--- src/rtl/amt_recovery_seq_pkg.sv ---
// Shared definitions for the AMT -> RMT recovery sequencer.
// Width constants follow the global SIZE_RMT / SIZE_RMT_LOG / SIZE_PHYSICAL_LOG
// defines, with defaults supplied here when the build does not set them.
// Optional perf counters in the top are enabled by AMT_RECOVERY_PERF_EN.

`ifndef SIZE_RMT
`define SIZE_RMT 34
`endif
`ifndef SIZE_RMT_LOG
`define SIZE_RMT_LOG 6
`endif
`ifndef SIZE_PHYSICAL_LOG
`define SIZE_PHYSICAL_LOG 7
`endif

package amt_recovery_seq_pkg;

  localparam int SIZE_RMT          = `SIZE_RMT;
  localparam int SIZE_RMT_LOG      = `SIZE_RMT_LOG;
  localparam int SIZE_PHYSICAL_LOG = `SIZE_PHYSICAL_LOG;
  localparam int LANES             = 4;

  // Base counter carries one extra bit so base+LANES never wraps.
  localparam int BASE_W = SIZE_RMT_LOG + 1;
  localparam int PKT_W  = SIZE_RMT_LOG + SIZE_PHYSICAL_LOG;

  typedef enum logic [1:0] {
    IDLE  = 2'd0,
    WALK  = 2'd1,
    FLUSH = 2'd2
  } state_e;

  // RMT write packet layout: logical index in the upper bits, tag below.
  function automatic logic [PKT_W-1:0] pack_packet(
    input logic [SIZE_RMT_LOG-1:0]      idx,
    input logic [SIZE_PHYSICAL_LOG-1:0] tag
  );
    return {idx, tag};
  endfunction

endpackage

--- src/rtl/amt_recovery_lane_gen.sv ---
// Per-lane AMT index and valid mask for one walk group starting at base_i.
// Purely combinational; lanes past the last logical register drive index 0.

module amt_recovery_lane_gen
  import amt_recovery_seq_pkg::*;
(
  input  logic [BASE_W-1:0]             base_i,
  output logic [LANES*SIZE_RMT_LOG-1:0] idx_o,
  output logic [LANES-1:0]              valid_o
);

  localparam logic [BASE_W-1:0] SIZE_RMT_B = BASE_W'(SIZE_RMT);

  for (genvar gi = 0; gi < LANES; gi++) begin : g_lane
    logic [BASE_W-1:0] sum;
    assign sum         = base_i + BASE_W'(gi);
    assign valid_o[gi] = (sum < SIZE_RMT_B);
    assign idx_o[gi*SIZE_RMT_LOG +: SIZE_RMT_LOG] =
      valid_o[gi] ? sum[SIZE_RMT_LOG-1:0] : '0;
  end

endmodule

--- src/rtl/amt_recovery_seq.sv ---
// AMT -> RMT recovery sequencer. On a recovery request it walks all AMT
// entries LANES at a time, registers the returned mappings into RMT write
// packets and holds commit stalled until the final group has been written.
// Optional perf counters: define AMT_RECOVERY_PERF_EN; otherwise the perf
// ports are tied to zero.

module amt_recovery_seq
  import amt_recovery_seq_pkg::*;
(
  input  logic                                       clk,
  input  logic                                       reset,
  input  logic                                       recoverReq_i,
  input  logic [LANES-1:0]                           commitValid_i,
  output logic [LANES*SIZE_RMT_LOG-1:0]              amtRdIdx_o,
  input  logic [LANES*SIZE_PHYSICAL_LOG-1:0]         amtRdData_i,
  output logic [LANES-1:0]                           rmtWe_o,
  output logic [LANES*PKT_W-1:0]                     rmtPacket_o,
  output logic                                       commitStall_o,
  output logic                                       flRestore_o,
  output logic                                       recoverDone_o,
  output logic                                       protocolErr_o,
  output logic [31:0]                                perfRecovCnt_o,
  output logic [31:0]                                perfStallCnt_o
);

  localparam logic [BASE_W-1:0] SIZE_RMT_B = BASE_W'(SIZE_RMT);
  localparam logic [BASE_W-1:0] LANES_B    = BASE_W'(LANES);

  state_e                   state_q, state_d;
  logic [BASE_W-1:0]        base_q, base_d;
  logic [LANES-1:0]         rmt_we_q, rmt_we_d;
  logic [LANES*PKT_W-1:0]   rmt_packet_q, rmt_packet_d;
  logic                     fl_restore_q, fl_restore_d;
  logic                     recover_done_q, recover_done_d;
  logic                     protocol_err_q, protocol_err_d;

  logic [LANES*SIZE_RMT_LOG-1:0] lane_idx;
  logic [LANES-1:0]              lane_valid;
  logic [LANES*PKT_W-1:0]        walk_packet;
  logic [BASE_W-1:0]             base_next;
  logic                          commit_stall;

  amt_recovery_lane_gen u_lane_gen (
    .base_i  (base_q),
    .idx_o   (lane_idx),
    .valid_o (lane_valid)
  );

  for (genvar gi = 0; gi < LANES; gi++) begin : g_pack
    assign walk_packet[gi*PKT_W +: PKT_W] =
      pack_packet(lane_idx[gi*SIZE_RMT_LOG +: SIZE_RMT_LOG],
                  amtRdData_i[gi*SIZE_PHYSICAL_LOG +: SIZE_PHYSICAL_LOG]);
  end

  assign commit_stall = (state_q == WALK) || (state_q == FLUSH);
  assign base_next    = base_q + LANES_B;

  // The AMT is only addressed during the walk; elsewhere the read ports idle at 0.
  assign amtRdIdx_o    = (state_q == WALK) ? lane_idx : '0;
  assign commitStall_o = commit_stall;
  assign rmtWe_o       = rmt_we_q;
  assign rmtPacket_o   = rmt_packet_q;
  assign flRestore_o   = fl_restore_q;
  assign recoverDone_o = recover_done_q;
  assign protocolErr_o = protocol_err_q;

  // Next-state logic for the walk FSM and its registered outputs.
  always_comb begin
    state_d        = state_q;
    base_d         = base_q;
    rmt_we_d       = '0;
    rmt_packet_d   = rmt_packet_q;
    fl_restore_d   = 1'b0;
    recover_done_d = 1'b0;
    protocol_err_d = protocol_err_q | (commit_stall & (|commitValid_i));
    case (state_q)
      IDLE: begin
        if (recoverReq_i) begin
          state_d      = WALK;
          base_d       = '0;
          fl_restore_d = 1'b1;
        end
      end
      WALK: begin
        rmt_we_d     = lane_valid;
        rmt_packet_d = walk_packet;
        base_d       = base_next;
        // The group just read is the last one: its writes land during FLUSH.
        if (base_next >= SIZE_RMT_B) begin
          state_d        = FLUSH;
          recover_done_d = 1'b1;
        end
      end
      FLUSH: begin
        // Requests seen here are not latched; a still-high request restarts from IDLE.
        state_d = IDLE;
      end
      default: begin
        state_d = IDLE;
      end
    endcase
  end

  // State and output registers with synchronous reset (aborts any walk in flight).
  always_ff @(posedge clk) begin
    if (reset) begin
      state_q        <= IDLE;
      base_q         <= '0;
      rmt_we_q       <= '0;
      rmt_packet_q   <= '0;
      fl_restore_q   <= 1'b0;
      recover_done_q <= 1'b0;
      protocol_err_q <= 1'b0;
    end else begin
      state_q        <= state_d;
      base_q         <= base_d;
      rmt_we_q       <= rmt_we_d;
      rmt_packet_q   <= rmt_packet_d;
      fl_restore_q   <= fl_restore_d;
      recover_done_q <= recover_done_d;
      protocol_err_q <= protocol_err_d;
    end
  end

`ifdef AMT_RECOVERY_PERF_EN
  logic [31:0] perf_recov_q, perf_recov_d;
  logic [31:0] perf_stall_q, perf_stall_d;

  // Count recovery starts and stalled cycles; both wrap at 2^32.
  always_comb begin
    perf_recov_d = perf_recov_q + (((state_q == IDLE) && recoverReq_i) ? 32'd1 : 32'd0);
    perf_stall_d = perf_stall_q + (commit_stall ? 32'd1 : 32'd0);
  end

  // Perf counter registers.
  always_ff @(posedge clk) begin
    if (reset) begin
      perf_recov_q <= '0;
      perf_stall_q <= '0;
    end else begin
      perf_recov_q <= perf_recov_d;
      perf_stall_q <= perf_stall_d;
    end
  end

  assign perfRecovCnt_o = perf_recov_q;
  assign perfStallCnt_o = perf_stall_q;
`else
  assign perfRecovCnt_o = '0;
  assign perfStallCnt_o = '0;
`endif

endmodule
--- config.mk ---
export PLATFORM = sky130hd
export DESIGN_NAME = amt_recovery_seq
export DESIGN_NICKNAME = d
export VERILOG_FILES = /design/src/rtl/amt_recovery_seq_pkg.sv /design/src/rtl/amt_recovery_lane_gen.sv /design/src/rtl/amt_recovery_seq.sv
export SDC_FILE = /design/constraint.sdc
export NUM_CORES = 1
export LEC_CHECK = 0
export BUFFER_PORTS_ARGS = -buffer_cell sky130_fd_sc_hd__buf_2
export CELL_PAD_IN_SITES_DETAIL_PLACEMENT = 0
export CELL_PAD_IN_SITES_GLOBAL_PLACEMENT = 1
export CORE_ASPECT_RATIO = 1.4
export CORE_MARGIN = 3
export CORE_UTILIZATION = 27
export CTS_CLUSTER_DIAMETER = 100
export DETAILED_ROUTE_END_ITERATION = 16
export PLACE_DENSITY = 0.78
export SLEW_MARGIN = 5
export SYNTH_ARGS = -nofsm -noshare
export SYNTH_HDL_FRONTEND = slang
export SYNTH_SLANG_ARGS = --single-unit
--- constraint.sdc ---
create_clock -name clk -period 1.55 [get_ports clk]
set_input_delay 0.31 -clock clk [delete_from_list [all_inputs] [get_ports clk]]
set_output_delay 0.31 -clock clk [all_outputs]
set_load 0.01 [all_outputs]
### Word-level counts from Yosys, hierarchy flattened

Cells that the tools add are included.
Widths: inputs -> output; s select.

* add/subtract/negate cells: 4
* magnitude comparators: 5
* reduce and logical (&&, ||, !) cells: 8
* bitwise gates (word level): 4
* equal/unequal tests: 4
* muxes and demuxes: 12

Operator list (number)
* $lt 7x6->1 const B: 4
* $mux 24: 1
* $mux 6: 4
* $add 7x2->7 const B: 2
* $pmux 7 s2: 1
* $add 7x1->7 const B: 1
* $add 7x3->7 const B: 1
* $ge 7x6->1 const B: 1
* $mux 7: 1
* $mux 2: 2
* $pmux 2 s2: 1
* $reduce_and 2->1: 2
* $reduce_or 2->1: 2
* $reduce_or 4->1: 1
* $eq 2x1->1 const B: 1
* $eq 2x2->1 const B: 1
* $logic_not 2->1: 1
* $mux 1: 2
* $ne 2x1->1 const B: 1
* $ne 2x2->1 const B: 1
* $not 1->1: 2
* $reduce_bool 2->1: 1
* $and 1x1->1: 1
* $logic_or 1x1->1: 1
* $or 1x1->1: 1

* output and inout bits: 148
* bits in registers: 68
* bits of input ports: 35

### Longest topological paths before layout

* depth after elaboration: 4
* gate-level depth with buffers: 8
* depth with buffers taken out: 7

### Hierarchy

A second synthesis with hierarchy kept.

* cell total of the unflattened synthesis: 416
* area total of the unflattened synthesis: 3668.5 µm²

Modules (own cells, without submodules)
* amt_recovery_seq: cells each 332, instances 1, area an instance 2959.1 µm²
* amt_recovery_lane_gen: cells each 84, instances 1, area an instance 709.4 µm²

### Worst setup path before layout

No wires, ideal clock.

* kind: flip-flop to output port
* start: reg state_q[0]
* end: out amtRdIdx_o[15]
* setup slack: -0.123 ns
* cell stages (with the launch flop): 8
* buffers on the path: 1
* required time: 1.240 ns
* arrival: 1.363 ns
* cell sequence: dfxtp_1 > ha_1 > buf_2 > nor2b_1 > nand2_1 > inv_2 > nand2_1 > inv_1

* longest elaborated chain between the ends: 2

RTL lines
* start, declared: RTL line amt_recovery_seq.sv:29 `state_e state_q, state_d;`
* start signal, assigned: RTL line amt_recovery_seq.sv:115 `state_q <= state_d;`
* $eq 2x1->1: RTL line amt_recovery_seq.sv:59 `assign amtRdIdx_o = (state_q == WALK) ? lane_idx : '0;`
* $mux 24: RTL line amt_recovery_seq.sv:59
* end, declared: RTL line amt_recovery_seq.sv:14 `output logic [LANES*SIZE_RMT_LOG-1:0] amtRdIdx_o,`

Every way passes these cells.

### Worst setup path in the final report

* start: reg state_q[1]
* end: out amtRdIdx_o[8]

The elaborated chain is that of the path after synthesis.

==> results.md <==
* Worst-path clk slew at about 0.050 ns
* Failing checks: negative setup slack
* Drt first pass iters at 4
* FF+latch count, synth at between 60 and 70
* Skew-Pair Late Insertion Delay at approximately 0.32 ns
* Die W at around 95 µm
* Post-route cell area at between 0.004 and 0.005 mm²
* Syn Area/Cell at around 9.1 µm²
* Slowest CP cell: dfxtp_1
* Die Ht at 130.7 µm
* Largest net degree at the start of global routing at 32
* WS Path Type: register to output pin
* Post-layout min period at 1.693 ns
* Antenna Violating Nets Remaining at 0
* DP HPWL at a little over 5 mm
* Ant. Diodes at 0
* Setup Skew at about 0.0030 ns
* Max incr delay on CP at 0.30 ns
* Hold WC Path Type: input port to register
* Hold WS at between 0.2 and 0.25 ns
* Row Count at 44
* # IOs at ~180
* Initial antenna violation count at 0
* Core region area at 0.01063 mm²
* Post-Syn Instances at approximately 330
* Post-route setup slack at -0.1430 ns
* Cell area after synthesis at 0.002997 mm²
* Placed cell area at 0.003578 mm²
* Period utilization at 1.092
* Yosys Warn Count at 0
* Part of the Yosys area used for sequential elements at 0.4276
* Drt wl/cell at roughly 11 µm
* # DRC at 0
* Layout cells sized above 1 at 0.4043
* Startpoint Class: register
* Remaining global-route overflow at 0
* Crit-path cells: inv_2, ha_4, nor2b_4, nand2_2, inv_4, nand2_4, inv_1, buf_2
* Syn-to-layout area delta at 37.33%
* Multi-input logic area at between 0.001 and 0.0015 mm²
* CP Capture Type: output pin
* Final nets at 503
* Status: complete, but fails checks
* # fillers at about 1100
* Final setup fails at 20
* Total CTS buffers at 9
* First-pass GRT wire length at 10.34 mm
* Initial Utilization at 0.2820
* Post-synth cell types at 36
* Port buffer count at approximately 110
* Iter 0 DRT Violations at between 60 and 70
* R2R Setup Slk at -0.05 ns
* Hold-fix buffers, CTS at 0
* Buf/Inv on CP at 4
* Root buf cell: clkbuf_16
* Final hold violations at 0
* Maximum VDD drop at 497.0 µV
* Clock sink total at 64
* CTS tree: yes
* CP required at ~1.2 ns
* Leakage power at 0.002149 µW
* Power density cells at 1182 mW/mm²
* RSZ-0062 raised after global routing: yes
* Data arrival, critical path at about 1.4 ns
* Routed wire length at slightly below 7 mm
* CTS H-tree lvls at 3
* Max cap viols at 0
* Clock Path Buffers at 2
* Critical Path Fanout Max at 5
* Fin util at 0.3873
* DIE AREA at 0.01242 mm²
* CP delay by family, top: buffers and inverters
* Drt via density at 3.992
* Slew Viols, Final at 0
* Vias in the first global route at between 2000 and 2500
* DR vias at 2427
* Fmax at 590.7 MHz
* Register area at 0.001290 mm²
* GP Congestion at 0.7256
* Overall global routing resource usage at 0.1088
-- cell usage in the layout (no fill, tap or decap), types with 2 or more instances in the layout --
| master | count |
|---|---|
| dfxtp_4 | 2 |
| nand2_4 | 4 |
| inv_2 | 8 |
| buf_2 | 101 |
| nor3_1 | 2 |
| nand2b_1 | 19 |
| nand2_1 | 4 |
| clkinv_2 | 2 |
| a21oi_1 | 22 |
| clkinvlp_4 | 3 |
| dfxtp_1 | 61 |
| nor2_1 | 37 |
| conb_1 | 71 |
| buf_4 | 24 |
| clkbuf_16 | 9 |
| and2_1 | 5 |
| inv_1 | 15 |
| nor2b_4 | 2 |
| ha_4 | 3 |
| buf_6 | 14 |
| mux2i_1 | 28 |
| nand3_1 | 3 |
| o21ai_0 | 2 |
-- registers in the layout (all words and copies together) (netlist names) --
| name | flops |
|---|---|
| rmtPacket_o | 50 |
| base_q | 5 |
| rmtWe_o | 4 |
| recoverDone_o | 1 |
| state_q | 2 |
| flRestore_o | 1 |
| protocolErr_o | 1 |
-- worst reg2reg max path, stage by stage (launching register included) --
cell and delay, ns:
dfxtp_4 0.35, buf_6 0.11, ha_4 0.22, o21ba_4 0.20, a311oi_4 0.24, o2111ai_2 0.15
a221oi_2 0.25
-- power breakdown --
part | total [µW] | internal [µW] | switching [µW]
Sequential | 1860 | 1790 | 68.2
Clock | 1820 | 1120 | 703
Combinational | 1180 | 539 | 643
Total | 4860 | 3450 | 1410
-- cell usage after synthesis, drive strengths merged --
library cell / instances / area share
buf: 79 / 0.19
dfxtp: 64 / 0.43
nor2: 37 / 0.046
mux2i: 28 / 0.094
inv: 24 / 0.030
a21oi: 22 / 0.037
nand2b: 20 / 0.042
nand2: 9 / 0.014
clkbuf: 8 / 0.010
and2: 5 / 0.010
nand3: 5 / 0.0083
o21ai: 4 / 0.0067
ha: 3 / 0.013
nor2b: 3 / 0.0063
nor3: 3 / 0.0050
a221oi: 1 / 0.0050
a2bb2oi: 1 / 0.0029
a311oi: 1 / 0.0050
a31oi: 1 / 0.0021
a32oi: 1 / 0.0029
and3: 1 / 0.0021
conb: 1 / 0.0013
nand4: 1 / 0.0021
nor3b: 1 / 0.0025
o2111ai: 1 / 0.0029
o21a: 1 / 0.0029
o21ba: 1 / 0.0054
o22ai: 1 / 0.0021
o311ai: 1 / 0.0029
or3: 1 / 0.0021
or4: 1 / 0.0025
xor2: 1 / 0.0092
-- final cells by class --
cell class                      instances  share of cell area
Multi-Input combinational cell        226              0.3466
Clock buffer                           11             0.05898
Tap cell                              138             0.04196
Timing Repair Buffer                  140              0.2086
Sequential cell                        64              0.3135
Clock inverter                          5            0.007905
Inverter                               24             0.02250
-- logic make-up (layout without fill, tap and decap cells) --
group | after synthesis | count (layout) | share of synthesized area
AOI/OAI and AO/OA | 36 | 36 | 0.07767
xor gates and xnor gates | 1 | 1 | 0.009187
adders and majority gates | 3 | 3 | 0.01253
buffers and inverters | 111 | 180 | 0.2351
DFF | 64 | 64 | 0.4276
muxes | 28 | 28 | 0.09353
other | 1 | 71 | 0.001251
and+or+nand+nor | 87 | 87 | 0.1432
-- path summary, 6_finish.rpt --
| check | cells past startpoint | startpoint | endpoint |
|---|---|---|---|
| worst max-delay path | 8 | state_q[1] | amtRdIdx_o[8] |
| worst min-delay path | 3 | amtRdData_i[5] | rmtPacket_o[5] |
| worst max register to register | 6 | base_q[3] | state_q[0] |
| worst min register to register | 1 | rmtPacket_o[33] | rmtPacket_o[33] |
-- stage by stage --
stage                     total power [µW]  setup WS (ns)  cells  TNS [ns]
after global routing                  5172        -0.2488    608    -4.281
after detailed placement              2938       -0.04312    587   -0.2406
after floorplan                       2698       -0.03227    401   -0.3873
final                                 4864        -0.1430    608    -2.456
after CTS                             4927        -0.1652    606    -2.872
after global placement                2915       0.005604    587         0
-- routing by layer --
layer | vias to the layer above | wire length (µm) | GRT usage
met5 | - | 0 | 0
met4 | 0 | 115 | 0.04928
met3 | 9 | 483 | 0.03494
met2 | 111 | 3811 | 0.1993
met1 | 1120 | 2391 | 0.1112
li1 | 1187 | - | -
-- timing repair --
item,in CTS,in global routing
setup endpoints to repair,40,26
setup buffers,3,2
endpoints found under the hold margin,0,0
pin swaps,10,4
resized for setup,32,21
cloned,0,0
Power figures use the tool's default switching activity.
